**src/rtl/mc_ctrl_if.sv**
```systemverilog
// Controller <-> datapath bundle: instruction fields and status in, strobes and mux selects out.
// The master side is the datapath (or bench); the slave side is mc_ctrl.
interface mc_ctrl_if;
   logic [5:0]  op;
   logic [5:0]  funct;
   logic        zero;
   logic        mem_ready;
   logic        pc_write;
   logic        ir_write;
   logic        reg_write;
   logic        mem_read;
   logic        mem_write;
   logic [1:0]  ext_op;
   logic [2:0]  alu_ctrl;
   logic        alu_src_a;
   logic [1:0]  alu_src_b;
   logic        reg_dst;
   logic        wd_sel;
   logic [1:0]  pc_src;
   logic        illegal;
   logic [3:0]  state;
   logic [31:0] retired;

   modport master (
      output op, funct, zero, mem_ready,
      input  pc_write, ir_write, reg_write, mem_read, mem_write, ext_op, alu_ctrl,
             alu_src_a, alu_src_b, reg_dst, wd_sel, pc_src, illegal, state, retired
   );

   modport slave (
      input  op, funct, zero, mem_ready,
      output pc_write, ir_write, reg_write, mem_read, mem_write, ext_op, alu_ctrl,
             alu_src_a, alu_src_b, reg_dst, wd_sel, pc_src, illegal, state, retired
   );
endinterface

```
**src/rtl/mc_ctrl.sv**
```systemverilog
// Multi-cycle MIPS-subset control FSM: sequences fetch/decode/execute, decodes datapath
// controls from the state, and counts retired instructions.
module mc_ctrl (
   input logic      clk,
   input logic      rstn,
   mc_ctrl_if.slave bus
);
   localparam logic [5:0] OP_RTYPE = 6'b000000;
   localparam logic [5:0] OP_LW    = 6'b100011;
   localparam logic [5:0] OP_SW    = 6'b101011;
   localparam logic [5:0] OP_ADDI  = 6'b001000;
   localparam logic [5:0] OP_ORI   = 6'b001101;
   localparam logic [5:0] OP_LUI   = 6'b001111;
   localparam logic [5:0] OP_BEQ   = 6'b000100;
   localparam logic [5:0] OP_J     = 6'b000010;

   localparam logic [5:0] F_ADD = 6'b100000;
   localparam logic [5:0] F_SUB = 6'b100010;
   localparam logic [5:0] F_AND = 6'b100100;
   localparam logic [5:0] F_OR  = 6'b100101;
   localparam logic [5:0] F_SLT = 6'b101010;

   localparam logic [2:0] ALU_ADD = 3'b000;
   localparam logic [2:0] ALU_SUB = 3'b001;
   localparam logic [2:0] ALU_AND = 3'b010;
   localparam logic [2:0] ALU_OR  = 3'b011;
   localparam logic [2:0] ALU_SLT = 3'b100;

   localparam logic [1:0] EXT_ZERO    = 2'b00;
   localparam logic [1:0] EXT_SIGNED  = 2'b01;
   localparam logic [1:0] EXT_HIGHPOS = 2'b10;

   typedef enum logic [3:0] {
      S_FETCH  = 4'd0, S_DECODE = 4'd1, S_MEMADR = 4'd2, S_MEMRD = 4'd3, S_MEMWB = 4'd4,
      S_MEMWR  = 4'd5, S_EXEC   = 4'd6, S_ALUWB  = 4'd7, S_BRANCH = 4'd8, S_JUMP = 4'd9
   } state_t;

   state_t      r_state;
   logic [31:0] r_retired;
   logic        r_illegal;

   logic        w_rtype;
   logic        w_funct_ok;
   logic [2:0]  w_funct_alu;
   state_t      w_dec_state;

   logic        w_pc_write, w_ir_write, w_reg_write, w_mem_read, w_mem_write;
   logic [1:0]  w_ext_op, w_alu_src_b, w_pc_src;
   logic [2:0]  w_alu_ctrl;
   logic        w_alu_src_a, w_reg_dst, w_wd_sel;

   assign w_rtype = (bus.op == OP_RTYPE);

   // R-type function field to ALU operation; unknown codes fall back to ADD
   always_comb begin
      w_funct_ok  = 1'b1;
      w_funct_alu = ALU_ADD;
      case (bus.funct)
         F_ADD:   w_funct_alu = ALU_ADD;
         F_SUB:   w_funct_alu = ALU_SUB;
         F_AND:   w_funct_alu = ALU_AND;
         F_OR:    w_funct_alu = ALU_OR;
         F_SLT:   w_funct_alu = ALU_SLT;
         default: w_funct_ok  = 1'b0;
      endcase
   end

   always_ff @(posedge clk) begin
      if (!rstn) begin
         r_state   <= S_FETCH;
         r_retired <= 32'd0;
         r_illegal <= 1'b0;
      end else begin
         r_illegal <= 1'b0;
         case (r_state)
            S_FETCH:  if (bus.mem_ready) r_state <= S_DECODE;
            S_DECODE: begin
               case (bus.op)
                  OP_LW, OP_SW:                       r_state <= S_MEMADR;
                  OP_RTYPE, OP_ADDI, OP_ORI, OP_LUI:  r_state <= S_EXEC;
                  OP_BEQ:                             r_state <= S_BRANCH;
                  OP_J:                               r_state <= S_JUMP;
                  default: begin
                     r_illegal <= 1'b1;
                     r_state   <= S_FETCH;
                  end
               endcase
            end
            S_MEMADR: r_state <= (bus.op == OP_LW) ? S_MEMRD : S_MEMWR;
            S_MEMRD:  if (bus.mem_ready) r_state <= S_MEMWB;
            S_MEMWR: begin
               if (bus.mem_ready) begin
                  r_state   <= S_FETCH;
                  r_retired <= r_retired + 32'd1;
               end
            end
            S_EXEC: begin
               if (w_rtype && !w_funct_ok) begin
                  r_illegal <= 1'b1;
                  r_state   <= S_FETCH;
               end else begin
                  r_state   <= S_ALUWB;
               end
            end
            S_MEMWB, S_ALUWB, S_BRANCH, S_JUMP: begin
               r_state   <= S_FETCH;
               r_retired <= r_retired + 32'd1;
            end
            default:  r_state <= S_FETCH;
         endcase
      end
   end

   // While reset is held the controls already present the FETCH decode
   assign w_dec_state = rstn ? r_state : S_FETCH;

   always_comb begin
      w_pc_write  = 1'b0;
      w_ir_write  = 1'b0;
      w_reg_write = 1'b0;
      w_mem_read  = 1'b0;
      w_mem_write = 1'b0;
      w_ext_op    = EXT_SIGNED;
      w_alu_ctrl  = ALU_ADD;
      w_alu_src_a = 1'b0;
      w_alu_src_b = 2'b00;
      w_reg_dst   = 1'b0;
      w_wd_sel    = 1'b0;
      w_pc_src    = 2'b00;
      case (w_dec_state)
         S_FETCH: begin
            w_mem_read  = 1'b1;
            w_pc_write  = bus.mem_ready;
            w_ir_write  = bus.mem_ready;
            w_alu_src_b = 2'b01;
         end
         S_DECODE: w_alu_src_b = 2'b11;
         S_MEMADR: begin
            w_alu_src_a = 1'b1;
            w_alu_src_b = 2'b10;
         end
         S_MEMRD:  w_mem_read  = 1'b1;
         S_MEMWB: begin
            w_reg_write = 1'b1;
            w_wd_sel    = 1'b1;
         end
         S_MEMWR:  w_mem_write = 1'b1;
         S_EXEC, S_ALUWB: begin
            w_alu_src_a = 1'b1;
            if (w_rtype) begin
               w_alu_src_b = 2'b00;
               w_alu_ctrl  = w_funct_alu;
            end else begin
               w_alu_src_b = 2'b10;
               case (bus.op)
                  OP_ORI: begin
                     w_ext_op   = EXT_ZERO;
                     w_alu_ctrl = ALU_OR;
                  end
                  OP_LUI: begin
                     w_ext_op   = EXT_HIGHPOS;
                     w_alu_ctrl = ALU_OR;
                  end
                  default: ;
               endcase
            end
            if (w_dec_state == S_ALUWB) begin
               w_reg_write = 1'b1;
               w_reg_dst   = w_rtype;
            end
         end
         S_BRANCH: begin
            w_alu_src_a = 1'b1;
            w_alu_ctrl  = ALU_SUB;
            w_pc_src    = 2'b01;
            w_pc_write  = bus.zero;
         end
         S_JUMP: begin
            w_pc_src   = 2'b10;
            w_pc_write = 1'b1;
         end
         default: ;
      endcase
   end

   assign bus.pc_write  = w_pc_write;
   assign bus.ir_write  = w_ir_write;
   assign bus.reg_write = w_reg_write;
   assign bus.mem_read  = w_mem_read;
   assign bus.mem_write = w_mem_write;
   assign bus.ext_op    = w_ext_op;
   assign bus.alu_ctrl  = w_alu_ctrl;
   assign bus.alu_src_a = w_alu_src_a;
   assign bus.alu_src_b = w_alu_src_b;
   assign bus.reg_dst   = w_reg_dst;
   assign bus.wd_sel    = w_wd_sel;
   assign bus.pc_src    = w_pc_src;
   assign bus.illegal   = r_illegal;
   assign bus.state     = r_state;
   assign bus.retired   = r_retired;
endmodule
```
**src/flat_wrapper.sv**
```systemverilog
// flat-port wrapper written by rule: the top's interface ports become plain ports
module mc_ctrl_flat 
  (clk, rstn, bus_op, bus_funct, bus_zero, bus_mem_ready, bus_pc_write, bus_ir_write, bus_reg_write, bus_mem_read, bus_mem_write, bus_ext_op, bus_alu_ctrl, bus_alu_src_a, bus_alu_src_b, bus_reg_dst, bus_wd_sel, bus_pc_src, bus_illegal, bus_state, bus_retired);
  mc_ctrl_if bus_i ();
  input logic clk;
  input logic rstn;
  input wire logic [$bits(bus_i.op)-1:0] bus_op;
  input wire logic [$bits(bus_i.funct)-1:0] bus_funct;
  input wire logic [$bits(bus_i.zero)-1:0] bus_zero;
  input wire logic [$bits(bus_i.mem_ready)-1:0] bus_mem_ready;
  output wire logic [$bits(bus_i.pc_write)-1:0] bus_pc_write;
  output wire logic [$bits(bus_i.ir_write)-1:0] bus_ir_write;
  output wire logic [$bits(bus_i.reg_write)-1:0] bus_reg_write;
  output wire logic [$bits(bus_i.mem_read)-1:0] bus_mem_read;
  output wire logic [$bits(bus_i.mem_write)-1:0] bus_mem_write;
  output wire logic [$bits(bus_i.ext_op)-1:0] bus_ext_op;
  output wire logic [$bits(bus_i.alu_ctrl)-1:0] bus_alu_ctrl;
  output wire logic [$bits(bus_i.alu_src_a)-1:0] bus_alu_src_a;
  output wire logic [$bits(bus_i.alu_src_b)-1:0] bus_alu_src_b;
  output wire logic [$bits(bus_i.reg_dst)-1:0] bus_reg_dst;
  output wire logic [$bits(bus_i.wd_sel)-1:0] bus_wd_sel;
  output wire logic [$bits(bus_i.pc_src)-1:0] bus_pc_src;
  output wire logic [$bits(bus_i.illegal)-1:0] bus_illegal;
  output wire logic [$bits(bus_i.state)-1:0] bus_state;
  output wire logic [$bits(bus_i.retired)-1:0] bus_retired;
  assign bus_i.op = bus_op;
  assign bus_i.funct = bus_funct;
  assign bus_i.zero = bus_zero;
  assign bus_i.mem_ready = bus_mem_ready;
  assign bus_pc_write = bus_i.pc_write;
  assign bus_ir_write = bus_i.ir_write;
  assign bus_reg_write = bus_i.reg_write;
  assign bus_mem_read = bus_i.mem_read;
  assign bus_mem_write = bus_i.mem_write;
  assign bus_ext_op = bus_i.ext_op;
  assign bus_alu_ctrl = bus_i.alu_ctrl;
  assign bus_alu_src_a = bus_i.alu_src_a;
  assign bus_alu_src_b = bus_i.alu_src_b;
  assign bus_reg_dst = bus_i.reg_dst;
  assign bus_wd_sel = bus_i.wd_sel;
  assign bus_pc_src = bus_i.pc_src;
  assign bus_illegal = bus_i.illegal;
  assign bus_state = bus_i.state;
  assign bus_retired = bus_i.retired;
  mc_ctrl u_core (.clk(clk), .rstn(rstn), .bus(bus_i));
endmodule
```
**config.mk**
```make
export PLATFORM = sky130hd
export DESIGN_NAME = mc_ctrl_flat
export DESIGN_NICKNAME = d
export VERILOG_FILES = /design/src/rtl/mc_ctrl_if.sv /design/src/rtl/mc_ctrl.sv /design/src/flat_wrapper.sv
export SDC_FILE = /design/constraint.sdc
export NUM_CORES = 1
export LEC_CHECK = 0
export BUFFER_PORTS_ARGS = -buffer_cell sky130_fd_sc_hd__buf_2
export CAP_MARGIN = 5
export CORE_ASPECT_RATIO = 0.7
export CORE_MARGIN = 4
export CORE_UTILIZATION = 50
export DETAILED_ROUTE_END_ITERATION = 7
export PLACE_DENSITY = 0.83
export SYNTH_ARGS = -nofsm -noshare
export SYNTH_HDL_FRONTEND = slang
export SYNTH_SLANG_ARGS = --single-unit
```
**constraint.sdc**
```tcl
create_clock -name clk -period 2.3 [get_ports clk]
set_input_delay 0.115 -clock clk [delete_from_list [all_inputs] [get_ports clk]]
set_output_delay 0.115 -clock clk [all_outputs]
set_load 0.005 [all_outputs]
```
* Yosys cells after proc, flatten, opt, wreduce, memory -nomap -nowiden
Cells that the tools add are included.
Widths: inputs -> output; s select.
** Storage, ports and cells
- Register bits after elaboration :: 37
- Output and inout port bits :: 54
- Bits in latches :: 0
- Memories kept :: 0
- Memory bits (writable) :: 0
- Memory bits (read-only) :: 0
- Word-level logic and storage cells :: 88
** Operators by class
- Eq/ne operators :: 33
- Reduce and logical (&&, ||, !) cells :: 17
- Multiplexer cells :: 34
- Add/sub/neg operators :: 1
- Shift-type cells :: 0
- Multipliers :: 0
- Div/mod/pow operators :: 0
- Order comparisons :: 0
- Bitwise gates (word level) :: 0
** Operator list (count)
- $pmux 32 s2 :: 1
- $eq 6x6->1 const B :: 7
- $add 32x1->32 const B :: 1
- $eq 4x3->1 const B :: 8
- $mux 32 :: 1
- $pmux 4 s6 :: 1
- $eq 6x4->1 const B :: 3
- $eq 4x2->1 const B :: 4
- $eq 4x4->1 const B :: 4
- $mux 4 :: 4
- $pmux 4 s4 :: 1
- $pmux 3 s4 :: 1
- $reduce_or 4->1 :: 3
- $mux 1 :: 11
- $mux 3 :: 3
- $eq 4x1->1 const B :: 2
- $logic_not 4->1 :: 2
- $mux 2 :: 4
- $pmux 2 s2 :: 2
- $pmux 2 s4 :: 1
- $reduce_or 2->1 :: 4
- $reduce_or 8->1 :: 1
- $eq 6x2->1 const B :: 1
- $eq 6x3->1 const B :: 1
- other kinds (11) :: 14

* Depth between registers and ports, before layout
- Word-level depth :: 7
- Gate-level depth with buffers :: 7
- Gate-level depth less buffers :: 5

* Worst setup path before layout
No wires, ideal clock.
- Path kind :: register to register
- From :: register u_core.r_state[2], in the netlist u_core.bus.state[2]
- To :: register u_core.r_retired[31], in the netlist u_core.bus.retired[31]
- Path slack :: 0.254 ns
- Cell stages (with the launch flop) :: 7
- Data arrival time :: 1.975 ns
- Path buffers :: 1
- Clock period less this slack :: 2.046 ns
- Path through :: dfxtp_1 > buf_4 > and2b_1 > a32oi_4 > or4b_4 > or4_1 > a21oi_1
** Between the ends
- Cells in the longest elaborated chain, start to end :: 4
** RTL lines
- start, declared :: line mc_ctrl.sv:38 : state_t r_state;
- start signal, assigned :: line mc_ctrl.sv:89 : S_MEMADR: r_state <= (bus.op == OP_LW) ? S_MEMRD : S_MEMWR;
- $eq 4x3->1 / $eq 4x4->1 (equally long branches) :: line mc_ctrl.sv:75 : case (r_state)
- $reduce_or 4->1 :: line mc_ctrl.sv:75
- $reduce_bool 2->1 (no source line)
- $reduce_and 2->1 (no source line)
- end signal, assigned :: line mc_ctrl.sv:94 : r_retired <= r_retired + 32'd1;
- end signal, assigned :: line mc_ctrl.sv:107 : r_retired <= r_retired + 32'd1;
- end, declared :: line mc_ctrl.sv:39 : logic [31:0] r_retired;
Several ways; a longest one is shown, not always the timed one.
A chain may end at the register's enable or synchronous reset.

* Worst setup path after layout
- From :: register u_core.r_retired[3], in the netlist u_core.bus.retired[3]
- To :: register u_core.r_retired[25], in the netlist u_core.bus.retired[25]
** Between the ends
- Cells in the longest elaborated chain, start to end :: 3
** RTL lines
- $add 32x1->32 * :: line mc_ctrl.sv:94, mc_ctrl.sv:107
- $mux 32 :: line mc_ctrl.sv:92 : if (bus.mem_ready) begin
- $pmux 32 s2 * :: line mc_ctrl.sv:75
Mark *: on every way between the ends. The rest lies on a longest branch, timed or not. The select of a mux whose other input is x is not followed.

==> results.toml <==
[pwr]
p_int_mw = 0.889
powerDensity_mw_per_mm2 = 433
pwr-share-seq = 0.551
total_power_mw = 1.17
ir_worst_vdd_mv = 0.484
power.share.switching = 0.239
p_leak_nw = 1.07
combPwrFrac = 0.079
switchingPower_mw = 0.280
clkPwrFrac = 0.369

[cells_and_area]
num_antenna_cells = 0
multi_input_comb_area_mm2 = 0.00134
postLayoutCoreUtil = 0.668
nNetsFinal = 372
fillers = 371
drive_above_1_share = 0.270
regArea_um2 = 741
synthToLayoutAreaGrowth_pct = 25.0

[die]
core_area_mm2 = 0.00404
dieWidth_um = 86.6
start_util = 0.535
io_pins = 70
rows = 19
die_y_um = 63
floorplan.die_area_mm2 = 0.00545

[flow_run]
maxCapViolations = 0

[routing]
drt_wl_total_mm = 5.97
dr_wl_met2_mm = 2.57
vias_per_cell = 5.78
wire_per_inst_um = 14.6
vias = 2358
wl_met3_um = 398
firstDrtPassIters = 5
met1_length_mm = 2.96
first_iter_violations = 174
highest_layer = "met4"
ant_nets = 0
drcViolationCount = 0

[clock_network]
cts_max_path_buffers = 2
root_buffer = "clkbuf_8"
clock-sinks = 37
htree_levels = 2
hold_buffers = 0
post_cts_buffers = 0
cts_tree = "built"
cts-resized-gates = 0
numCtsBuffers = 5
clkTransAtPathRegs_ps = 70
clk-insertion-delay-late_ps = 280

[synth]
synth_most_common_cell = "dfxtp_1"
synthTopCellsByCount = "dfxtp_1, nor2_1, nand2_1"
yosys_warnings = 0
yosysUniqueCellTypes = 47
synth.cell_area_mm2 = 0.00216
syn-instance-count = 278
synth_flop_cell = "dfxtp_1"
syn_nets = 295
synth-async-reset-ratio = 0
ys_seq_elements = 37
yosys-top-cells-area = "dfxtp_1, a21oi_1, nor2_1"
seq_area_frac_synth = 0.343
synth_edf_count = 0
yosysTopAreaCellShare = 0.343
postSynthAreaPerCell_um2 = 7.77
synth_top_cell_by_area = "dfxtp_1"

[placed_design]
place_ws_ps = 222
dp_hpwl_mm = 4.49
place.gp.congestion = 0.916
port_buffers = 69

[min_path]
hold_path.class = "input port to register"
hp-start = "rstn"

[sta]
fin_crit_ps = 2110
fin_crit_sh = 0.917
slew_headroom = 0.554
hold_viol_final = 0
timing.fmax_mhz = 474
setup_viol = 0
final.setup.tns_ps = 0
worst_slew_pin_slew_ps = 660
setup_ws_ps = 190
slew_violations = 0
rsz0062_at_grt = "no"
skew_ps = 3.07

[setup_path]
crit_type = "register to register"
crit_arrival_ps = 2330
crit_path_start = "u_core.bus.retired[3]$_SDFFE_PN0P_"
reg2reg_from = "u_core.bus.retired[3]$_SDFFE_PN0P_"
path_cells = "and4_1 > nand4_1 > or4b_4 > or4_1 > a21oi_1"
cp-start-kind = "register"
cp_max_fo = 6
cp.required_ps = 2520
crit_path_max_incr_delay_ps = 550
end_kind = "register"
worst_path_max_delay_cell = "or4b_4"

[global_route]
grt_max_degree = 32
grt_pass1_wl_mm = 9.76
grt_util_all_layers = 0.219
grt-ovfl-total = 0
antenna_found_initial = 0
first_global_vias = 2104

[status]
status = "complete, no violations"
-- final cells by class --
type,instances,area share
multi-input combinational,222,0.497
timing repair buffer,82,0.164
clock buffer,6,0.0269
clock inverter,2,0.00371
sequential,37,0.274
tap,52,0.0241
inverter,7,0.00973
-- sequential cells by signal, summed over array words and instances, names as in the netlist --
| signal | flops |
|---|---|
| u_core.bus.illegal | 1 |
| u_core.bus.retired | 32 |
| u_core.bus.state | 4 |
-- kinds of logic (layout without fill, tap and decap cells) --
kind of cell / after synthesis / count (layout) / share of synthesized area
adders and majority gates: 1 / 1 / 0.00579
buffers and inverters: 19 / 97 / 0.0359
AOI/OAI and AO/OA: 66 / 66 / 0.193
muxes: 3 / 3 / 0.0145
and+or+nand+nor: 140 / 140 / 0.359
xor gates and xnor gates: 12 / 12 / 0.0486
DFF: 37 / 37 / 0.343
-- power groups by stage --
stage | Sequential (mW) | Combinational, mW | Clock [mW]
finish | 0.644 | 0.0928 | 0.431
global route | 0.644 | 0.101 | 0.472
CTS | 0.644 | 0.0908 | 0.442
detailed placement | 0.659 | 0.0905 | 0
global placement | 0.659 | 0.0896 | 0
floorplan | 0.660 | 0.0485 | 0
-- final timing paths --
check,to,slack [ps],cells after the start
max,u_core.bus.retired[25]$_SDFFE_PN0P_,190,5
max reg2reg,u_core.bus.retired[25]$_SDFFE_PN0P_,190,5
min reg2reg,u_core.bus.retired[31]$_SDFFE_PN0P_,490,2
min,u_core.bus.retired[14]$_SDFFE_PN0P_,160,2
-- per-layer routing --
layer / vias to the layer above / global-route usage
li1: 1177 / -
met1: 1087 / 0.322
met2: 89 / 0.306
met3: 5 / 0.0632
met4: 0 / 0.0603
met5: - / 0
-- through the flow --
stage / std cells / hold slack (ps) / area, um2
final: 408 / 162 / 2700
after global routing: 408 / 159 / 2700
after CTS: 408 / 153 / 2700
after detailed placement: 400 / 460 / 2620
after global placement: 400 / 455 / 2620
after floorplan: 278 / 276 / 2160
-- critical path, delay by kind of cell (launching register included) --
| family | cells | cell delay, ps |
|---|---|---|
| AOI/OAI and AO/OA | 1 | 140 |
| DFF | 1 | 390 |
| and+or+nand+nor | 4 | 1520 |
-- placed cells by master (no fill, tap or decap), types with 3 or more instances in the layout --
| cell type | n |
|---|---|
| nor2_1 | 25 |
| nor3_1 | 12 |
| nand2_1 | 24 |
| or3_1 | 13 |
| xnor2_1 | 10 |
| buf_4 | 13 |
| nor2b_1 | 4 |
| buf_2 | 69 |
| a21oi_1 | 23 |
| and3_1 | 5 |
| o21ai_0 | 18 |
| nand4_1 | 7 |
| or4_1 | 6 |
| clkbuf_8 | 5 |
| o21a_1 | 3 |
| inv_1 | 7 |
| nand3b_1 | 3 |
| nand3_1 | 11 |
| o31ai_1 | 8 |
| dfxtp_1 | 37 |
| nor4_1 | 3 |
| a21o_1 | 3 |
| nand2b_1 | 9 |
| nor4b_1 | 4 |
| nor3b_1 | 5 |
No activity file was read; power rests on OpenSTA's default activity.
